**config.mk**
```make
export PLATFORM = sky130hd
export DESIGN_NAME = shift_seq_ctrl
export DESIGN_NICKNAME = d
export VERILOG_FILES = /design/src/rtl/shift_pkg.sv /design/src/rtl/shift_seq_ctrl_shifter8.sv /design/src/rtl/shift_seq_ctrl.sv
export SDC_FILE = /design/constraint.sdc
export NUM_CORES = 1
export LEC_CHECK = 0
export ABC_AREA = 1
export CAP_MARGIN = 20
export CELL_PAD_IN_SITES_DETAIL_PLACEMENT = 0
export CELL_PAD_IN_SITES_GLOBAL_PLACEMENT = 2
export CORE_MARGIN = 4
export CORE_UTILIZATION = 26
export CTS_CLUSTER_SIZE = 12
export DETAILED_ROUTE_END_ITERATION = 10
export PLACE_DENSITY_LB_ADDON = 0.15
export SETUP_SLACK_MARGIN = 0.1
export SYNTH_ARGS = -nofsm -noshare
export SYNTH_HDL_FRONTEND = slang
export SYNTH_SLANG_ARGS = --single-unit
```
**constraint.sdc**
```tcl
create_clock -name clk -period 1.95 [get_ports clk]
set_clock_uncertainty 0.05 [all_clocks]
set_input_delay 0.39 -clock clk [delete_from_list [all_inputs] [get_ports clk]]
set_output_delay 0.39 -clock clk [all_outputs]
set_load 0.1 [all_outputs]
```
**src/rtl/shift_pkg.sv**
```systemverilog
// Shared types for the sequential shift unit: opcodes, FSM states and the
// per-pass carry-out rule.
package shift_pkg;

  typedef enum logic [1:0] {SH_LSL, SH_LSR, SH_ASR, SH_ROR} shop_t;
  typedef enum logic [1:0] {ST_IDLE, ST_SHIFT, ST_DONE} shst_t;

  localparam int MAX_STEP = 3;

  // Bit that leaves the operand in one pass; rotates report the bit landing in bit 7.
  function automatic logic pass_carry(input shop_t op, input logic [7:0] acc,
                                      input logic [7:0] res, input logic [1:0] step);
    logic c;
    c = 1'b0;
    case (op)
      SH_LSL: begin
        case (step)
          2'd1:    c = acc[7];
          2'd2:    c = acc[6];
          2'd3:    c = acc[5];
          default: c = 1'b0;
        endcase
      end
      SH_LSR, SH_ASR: begin
        case (step)
          2'd1:    c = acc[0];
          2'd2:    c = acc[1];
          2'd3:    c = acc[2];
          default: c = 1'b0;
        endcase
      end
      SH_ROR:  c = res[7];
      default: c = 1'b0;
    endcase
    return c;
  endfunction

endpackage

```
**src/rtl/shift_seq_ctrl_shifter8.sv**
```systemverilog
// Combinational 8-bit shifter producing all four shift flavours for an
// amount of 0..3; the caller picks the one it needs.
module shifter8 (
  input  logic [7:0] i_a,
  input  logic [1:0] i_amt,
  output logic [7:0] o_lsl,
  output logic [7:0] o_lsr,
  output logic [7:0] o_asr,
  output logic [7:0] o_ror
);

  logic [15:0] w_rorWide;

  assign w_rorWide = {i_a, i_a} >> i_amt;

  assign o_lsl = i_a << i_amt;
  assign o_lsr = i_a >> i_amt;
  assign o_asr = 8'($signed(i_a) >>> i_amt);
  assign o_ror = w_rorWide[7:0];

endmodule

```
**src/rtl/shift_seq_ctrl.sv**
```systemverilog
// Multi-cycle shift/rotate unit: breaks a wide amount into passes of at most
// three bits through shifter8 and returns data, carry and zero by handshake.
module shift_seq_ctrl
  import shift_pkg::*;
#(
  parameter int AMT_W = 4
) (
  input  logic             clk,
  input  logic             rst_n,
  input  logic             in_valid,
  output logic             in_ready,
  input  logic [7:0]       in_data,
  input  shop_t            in_op,
  input  logic [AMT_W-1:0] in_amt,
  output logic             out_valid,
  input  logic             out_ready,
  output logic [7:0]       out_data,
  output logic             out_carry,
  output logic             out_zero,
  output logic             busy
);

  shst_t            r_state;
  shop_t            r_op;
  logic [7:0]       r_acc;
  logic [AMT_W-1:0] r_rem;
  logic             r_outValid;
  logic [7:0]       r_outData;
  logic             r_outCarry;
  logic             r_outZero;

  logic [1:0]       w_step;
  logic [AMT_W-1:0] w_remNext;
  logic [7:0]       w_lsl;
  logic [7:0]       w_lsr;
  logic [7:0]       w_asr;
  logic [7:0]       w_ror;
  logic [7:0]       w_shifted;
  logic             w_passCarry;

  assign w_step    = (r_rem > AMT_W'(MAX_STEP)) ? 2'(MAX_STEP) : r_rem[1:0];
  assign w_remNext = r_rem - AMT_W'(w_step);

  shifter8 u_shifter (
    .i_a   (r_acc),
    .i_amt (w_step),
    .o_lsl (w_lsl),
    .o_lsr (w_lsr),
    .o_asr (w_asr),
    .o_ror (w_ror)
  );

  always_comb begin
    w_shifted = w_lsl;
    case (r_op)
      SH_LSL:  w_shifted = w_lsl;
      SH_LSR:  w_shifted = w_lsr;
      SH_ASR:  w_shifted = w_asr;
      SH_ROR:  w_shifted = w_ror;
      default: w_shifted = w_lsl;
    endcase
  end

  assign w_passCarry = pass_carry(r_op, r_acc, w_shifted, w_step);

  // Output registers are loaded only on entry to DONE so they never show partial passes.
  always_ff @(posedge clk or negedge rst_n) begin
    if (!rst_n) begin
      r_state    <= ST_IDLE;
      r_op       <= SH_LSL;
      r_acc      <= 8'h00;
      r_rem      <= '0;
      r_outValid <= 1'b0;
      r_outData  <= 8'h00;
      r_outCarry <= 1'b0;
      r_outZero  <= 1'b0;
    end else begin
      case (r_state)
        ST_IDLE: begin
          if (in_valid) begin
            r_op  <= in_op;
            r_acc <= in_data;
            r_rem <= in_amt;
            if (in_amt == '0) begin
              r_state    <= ST_DONE;
              r_outValid <= 1'b1;
              r_outData  <= in_data;
              r_outCarry <= 1'b0;
              r_outZero  <= (in_data == 8'h00);
            end else begin
              r_state <= ST_SHIFT;
            end
          end
        end
        ST_SHIFT: begin
          r_acc <= w_shifted;
          r_rem <= w_remNext;
          if (w_remNext == '0) begin
            r_state    <= ST_DONE;
            r_outValid <= 1'b1;
            r_outData  <= w_shifted;
            r_outCarry <= w_passCarry;
            r_outZero  <= (w_shifted == 8'h00);
          end
        end
        ST_DONE: begin
          if (out_ready) begin
            r_state    <= ST_IDLE;
            r_outValid <= 1'b0;
          end
        end
        default: r_state <= ST_IDLE;
      endcase
    end
  end

  assign in_ready  = (r_state == ST_IDLE);
  assign busy      = (r_state != ST_IDLE);
  assign out_valid = r_outValid;
  assign out_data  = r_outData;
  assign out_carry = r_outCarry;
  assign out_zero  = r_outZero;

endmodule

```
==> results of run 1 <==
## kinds of logic after synthesis
group / after synthesis / share of synthesized area, %
buffers and inverters: 40 / 9.49
adders and majority gates: 5 / 3.25
DFF: 27 / 35.1
AOI/OAI and AO/OA: 51 / 14.6
and+or+nand+nor: 159 / 37.6
## final timing paths
path                               endpoint  slack [ns]
worst max-delay path               out_zero        0.04
worst min-delay path             r_state[1]        0.43
worst max register to register     out_zero        0.04
worst min register to register  out_data[2]        0.51
max in group asynchronous          r_acc[1]        1.14
min in group clk                out_data[2]        0.51
## registers in the layout (all words and copies together), names as in the netlist
signal and flops:
r_acc 8, out_data 8, r_op 2, out_carry 1, out_zero 1, r_state 2, r_rem 4, out_valid 1
## metal layers
metal  share of wire (%)  GRT usage (%)
met1                  48           19.4
met5                   0              0
met2                  49           24.3
met4                0.61           3.73
met3                 2.5           2.48
## layout make-up
type                    count  area, µm²  share of cell area, %
multi-input cells         215       1360                   43.2
repair buffers             74        807                   25.7
flip-flops and latches     27        676                   21.5
inverters                  31        126                   4.02
well taps                  99        124                   3.94
clock buffers               4       45.0                   1.43
repair inverters            1       6.26                  0.199
## critical path, stage by stage, from the launching register on
cell and delay (ns):
sky130_fd_sc_hd__dfrtp_1 0.41, sky130_fd_sc_hd__buf_6 0.13, sky130_fd_sc_hd__nor2_4 0.18, sky130_fd_sc_hd__buf_6 0.14, sky130_fd_sc_hd__nand2_8 0.08, sky130_fd_sc_hd__nor2_4 0.19, sky130_fd_sc_hd__buf_4 0.14, sky130_fd_sc_hd__a21oi_2 0.06
sky130_fd_sc_hd__nand2_2 0.10, sky130_fd_sc_hd__nand3_1 0.10, sky130_fd_sc_hd__nor2_2 0.11, sky130_fd_sc_hd__nor2_1 0.05, sky130_fd_sc_hd__nor2_1 0.09
## metrics by stage
step                instance area [µm²]  util [%]  cells
finish                             3140      43.6    451
global route                       3140      43.6    451
CTS                                2800      38.8    441
detailed placement                 2650      36.7    431
global placement                   2650      36.7    431
floorplan                          1930         -    282
## timing repair
| item | in CTS | in global routing |
|---|---|---|
| setup buffers | 6 | 8 |
| cloned | 0 | 2 |
| pin swaps | 5 | 25 |
| gates resized for setup | 24 | 83 |
| endpoints found under the hold margin | 0 | 0 |
| setup endpoints to repair | 14 | 21 |
## cells in the final DEF, fill, tap and decap left out, types with 8 or more instances in the layout
cell	instances
sky130_fd_sc_hd__dfrtp_1	27
sky130_fd_sc_hd__inv_1	22
sky130_fd_sc_hd__buf_4	35
sky130_fd_sc_hd__nand2_1	65
sky130_fd_sc_hd__nand3_2	13
sky130_fd_sc_hd__nand2_2	14
sky130_fd_sc_hd__nand2_4	11
sky130_fd_sc_hd__nor2_1	8
sky130_fd_sc_hd__clkdlybuf4s50_1	17
sky130_fd_sc_hd__buf_12	14
sky130_fd_sc_hd__o21ai_1	16
sky130_fd_sc_hd__nand3_1	31
sky130_fd_sc_hd__o21ai_2	9
==> summary.md, run 1 <==
| Metric | Value |
|---|---|
| Clock slew at reported path FFs | about 0.10 ns |
| Class of the tightest hold or removal check | input pin to asynchronous set/reset pin |
| Placement-stage worst setup slack | -0.0961 ns |
| Final setup TNS | 0 ns |
| Source-to-sink clock delay at the later pin of the worst-skew pair | approximately 0.28 ns |
| Routability congestion estimate from global placement | 0.801 |
| Flops & latches, synth | 27 |
| Final-stage net count | approximately 380 |
| Ratio of final minimum period to clock period | 97.8% |
| Worst Path Class, Setup | register to register |
| Result of the run | complete, no violations |
| Reg2reg start | r_rem[3] |
| Area contributors post-synth | sky130_fd_sc_hd__dfrtp_1 (35%), sky130_fd_sc_hd__nand2_1 (16%), sky130_fd_sc_hd__nand3_1 (11%) |
| Critical Path Start Type | register |
| Hold buffer count at cts | 0 |
| Starting Density | a little over a quarter |
| Required time reported for the critical path endpoint | roughly 2.1 ns |
| Final routed wire length divided by cell count | 13.9 µm |
| Unrepaired setup endpoints after global routing | true |
| Final worst path period need | approximately 1.9 ns |
| Synth warn | 0 |
| Post-Syn Instances | 282 |
| Post-synth top area cell | sky130_fd_sc_hd__dfrtp_1 |
| Worst r2r path cells | 12 |
| # DRC | 0 |
| Maximum fanout count along the critical path | 6 |
| Clock buffer depth | 2 |
| Tightest Pin Transition | about 0.50 ns |
| Number of fill cells | ~760 |
| Overflow left after global routing | 0 |
| Final setup violation count | 0 |
| Cell chosen for the clock root | sky130_fd_sc_hd__clkbuf_8 |
| Number of buffers created by CTS | 3 |
| Std-Cell Rows | 31 |
| Number of antenna violations at the first check in global routing | 0 |
| Share of flip-flops with an asynchronous set or reset | 100% |
| Synth Area per Inst | between 6 and 7 µm² |
| Count of cell types in the netlist | 27 |
| Most used DFF post-synth | sky130_fd_sc_hd__dfrtp_1 |
| Global router's overall resource usage | between 10% and 20% |
| Sequential element share of the synthesized area | 35.1% |
| Via count | roughly 2.1k |
| Fin. Hold Viols | 0 |
| Global-route wire length before repair | about 10,000 µm |
| Synthesis-to-layout area growth | 63.3% |
| Port buffer count | 30 |
| Die span in x | around 94 µm |
| Deepest level of the CTS H-tree | 1 |
| I/O pin total | 31 |
| Average via count per standard cell | 4.67 |
| Post-Syn Nets | between 300 and 400 |
| Worst Hold Margin | approximately 0.43 ns |
| Max_slew headroom | between 60% and 70% |
| Number of max-slew violations in the final report | 0 |
| Most frequently used cell type in the post-synthesis netlist | sky130_fd_sc_hd__nand2_1 |
| Final critical-path setup slack | 0.0425 ns |
| Largest net degree at the start of global routing | 28 |
| Antenna diode count | 0 |
| Count of flip-flops with a built-in enable after synthesis | 0 |
| CP Capture Type | register |
| Antenna Violating Nets Remaining | 0 |
| Max-cap violations | 0 |
| Number of global-route vias before repair | around 2.1k |
| Data arrival at the endpoint of the critical path | roughly 2.1 ns |
| TritonCTS clock tree | done |
| Area fraction of the dominant cell type after synthesis | a little over a third |
| DIE AREA | 8840 µm² |
| Max frequency | around 520 MHz |
| Clock sink total | 27 |
| CP Launch Point | r_rem[3] |
| Commonest cells in the netlist | sky130_fd_sc_hd__nand2_1 (82), sky130_fd_sc_hd__nand3_1 (44), sky130_fd_sc_hd__dfrtp_1 (27), sky130_fd_sc_hd__inv_1 (27), sky130_fd_sc_hd__o21ai_0 (24) |
| Cell Area, Synth | around 1900 µm² |
| First-pass iteration count of the detailed router | 4 |
| Share of post-route cells with drive strength above 1 | around two fifths |
| Chip height | roughly 94 µm |
| Core footprint | 7210 µm² |
| Placed wire-length estimate | between 4000 and 5000 µm |
| Wire length reported by the detailed router | 6260 µm |
| First DRT Iteration DRCs | 66 |
Power of run 1 is not shown: default switching activity piles up to over one toggle a cycle in this logic, so the estimate is an artifact.
==> inputs of run 2 (changes only) <==
--- a/config.mk
+++ b/config.mk
@@ -17,2 +17,3 @@
 export SETUP_SLACK_MARGIN = 0.1
+export SLEW_MARGIN = 20
 export SYNTH_ARGS = -nofsm -noshare
--- a/constraint.sdc
+++ b/constraint.sdc
@@ -4,2 +4,2 @@
 set_output_delay 0.39 -clock clk [all_outputs]
-set_load 0.1 [all_outputs]
+set_load 0.05 [all_outputs]
==> run 2 against run 1 <==
Hold slack is essentially flat. Routed wire length rose by 0.22%. Flip-flop and latch count unchanged. Utilization fell by 2.7 points. Fmax fell by 0.76%. Highest routed layer unchanged. Final cell count stayed put. Largest cell class unchanged. Via count up 0.66%. Non-clock buffer count stayed put. Critical path depth increased by 1. Sequential share of layout area increased by 1.4 points. Die area unchanged. Global-route usage rose by 0.17 points.
==> summary.md, run 2 (synthesized netlist as in run 1, its figures left out) <==
| Metric | Value |
|---|---|
| Antenna Violating Nets Remaining | 0 |
| Global router's overall resource usage | ~15% |
| Most common cell after layout, fill and taps aside | sky130_fd_sc_hd__nand2_1 |
| Critical path buffer and inverter count | 4 |
| Std-Cell Rows | 31 |
| Reg2reg start | r_op[0] |
| Maximum fanout count along the critical path | 5 |
| Critical Path Start Type | register |
| Clock slew at reported path FFs | approximately 0.10 ns |
| Core footprint | 7210 µm² |
| Setup slack of the worst register-to-register path | ~0.028 ns |
| Max-cap violations | 0 |
| Port buffer count | 30 |
| First-pass iteration count of the detailed router | 4 |
| Final non-filler cell total | 451 |
| Met1 GRT Util | 20.2% |
| Clock sink total | 27 |
| Critical path's largest stage delay | between 0.4 and 0.5 ns |
| Number of global-route vias before repair | around 2.2k |
| # DRC | 0 |
| Max_slew headroom | 70.4% |
| Result of the run | complete, no violations |
| GRT Max-Usage Layer | met2 |
| I/O pin total | 31 |
| Deepest level of the CTS H-tree | 1 |
| Final worst path period need | just under 2 ns |
| First DRT Iteration DRCs | 43 |
| Ratio of final minimum period to clock period | 98.6% |
| Cell chosen for the clock root | sky130_fd_sc_hd__clkbuf_8 |
| Global-route wire length before repair | slightly above 10,000 µm |
| Source-to-sink clock delay at the later pin of the worst-skew pair | 0.28 ns |
| Commonest non-fill, non-tap cells in the layout | sky130_fd_sc_hd__nand2_1 (67), sky130_fd_sc_hd__buf_4 (46), sky130_fd_sc_hd__nand3_1 (36) |
| TritonCTS clock tree | done |
| Chip height | ~94 µm |
| Worst Path Class, Setup | register to register |
| Number of buffers created by CTS | 3 |
| Largest net degree at the start of global routing | 28 |
| Average via count per standard cell | approximately 4.7 |
| Required time reported for the critical path endpoint | 2.11 ns |
| Via count | 2,120 |
| Tightest Pin Transition | about 0.44 ns |
| Antenna diode count | 0 |
| Final setup violation count | 0 |
| Util after Layout | about two fifths |
| Wire length reported by the detailed router | about 6300 µm |
| Met3 usage in global routing | around 1.8% |
| Overflow left after global routing | 0 |
| Die span in x | 94.0 µm |
| Data arrival at the endpoint of the critical path | approximately 2.1 ns |
| Final routed wire length divided by cell count | around 14 µm |
| Count of placed standard cells including taps | approximately 440 |
| Final-stage net count | about 380 |
| Worst-path cell chain | inv_2, buf_4, ha_1, inv_1, a21oi_2, buf_4, nand3_1, nand2_1, nor2_1, nand3_1, nor2_1, nor2_1, nor2_1 |
| Number of max-slew violations in the final report | 0 |
| Number of antenna violations at the first check in global routing | 0 |
| Fin. Hold Viols | 0 |
| Final setup TNS | 0 ns |
| Worst r2r path cells | 13 |
| DIE AREA | ~8800 µm² |
| Cell repeated most along the worst path | sky130_fd_sc_hd__nor2_1 |
| Unrepaired setup endpoints after global routing | true |
| CP Capture Type | register |
| Delay-heaviest family, CP | simple AND/OR/NAND/NOR gates |
| Critical path's slowest cell | sky130_fd_sc_hd__dfrtp_1 |
| Class of the tightest hold or removal check | input pin to asynchronous set/reset pin |
| Routability congestion estimate from global placement | around 0.77 |
| Global-route track usage on met2 | 24.1% |
| Starting Density | a little over a quarter |
| Placed wire-length estimate | around 4700 µm |
| Synthesis-to-layout area growth | 53.2% |
| Share of post-route cells with drive strength above 1 | between 30% and 40% |
| Critical register-to-register path endpoint | out_zero |
| Clock buffer depth | 2 |
| Max frequency | approximately 520 MHz |
| Worst Hold Margin | roughly 0.43 ns |
run 2: cell types whose count changed in the layout (fill, tap and decap cells not counted), moves of 3 or more:
cell | previous run | this run
sky130_fd_sc_hd__a21oi_1 | 5 | 8
sky130_fd_sc_hd__buf_12 | 14 | 3
sky130_fd_sc_hd__nand3_2 | 13 | 7
sky130_fd_sc_hd__nand3_1 | 31 | 36
sky130_fd_sc_hd__buf_4 | 35 | 46
sky130_fd_sc_hd__nor2_1 | 8 | 11
sky130_fd_sc_hd__nand2_4 | 11 | 8
run 2: repair_timing:
action,4_1_cts,5_1_grt
setup endpoints to repair,14,22
cloned,1,0
setup buffers,10,1
hold buffers,0,0
pin swaps,8,10
gates resized for setup,33,56
run 2: metal layers:
layer	routed length (µm)	up-vias
li1	-	1068
met1	2970	1003
met2	3040	39
met3	152	10
met4	112	0
met5	0	-
run 2: how the worst max path moves through the flow:
stage | from | to | slack [ns] | cells after the start
floorplan | r_state[0] | r_state[1] | -0.03 | 9
global placement | in_amt[2] | out_data[3] | -0.04 | 8
detailed placement | in_amt[2] | out_data[1] | -0.10 | 8
CTS | r_rem[0] | r_state[1] | 0.07 | 12
global route | r_op[0] | out_zero | -0.13 | 13
finish | r_op[0] | out_zero | 0.03 | 13
run 2: cell type report:
cell class,count,area [µm²]
Sequential cell,27,676
Fill cell,809,4270
Tap cell,99,124
Timing Repair Buffer,74,666
Clock buffer,3,41.3
Timing Repair inverter,1,6.26
Multi-Input combinational cell,215,1300
Clock inverter,1,5.00
Inverter,31,126
run 2: through the flow:
step,instance area (µm²),setup WS (ns)
4_1_cts,2780,0.0694
6_report,2950,0.0279
3_5_place_dp,2550,-0.100
2_1_floorplan,1930,-0.0255
5_1_grt,2950,-0.130
3_3_place_gp,2550,-0.0428
Power of run 2 is left out for the same reason.
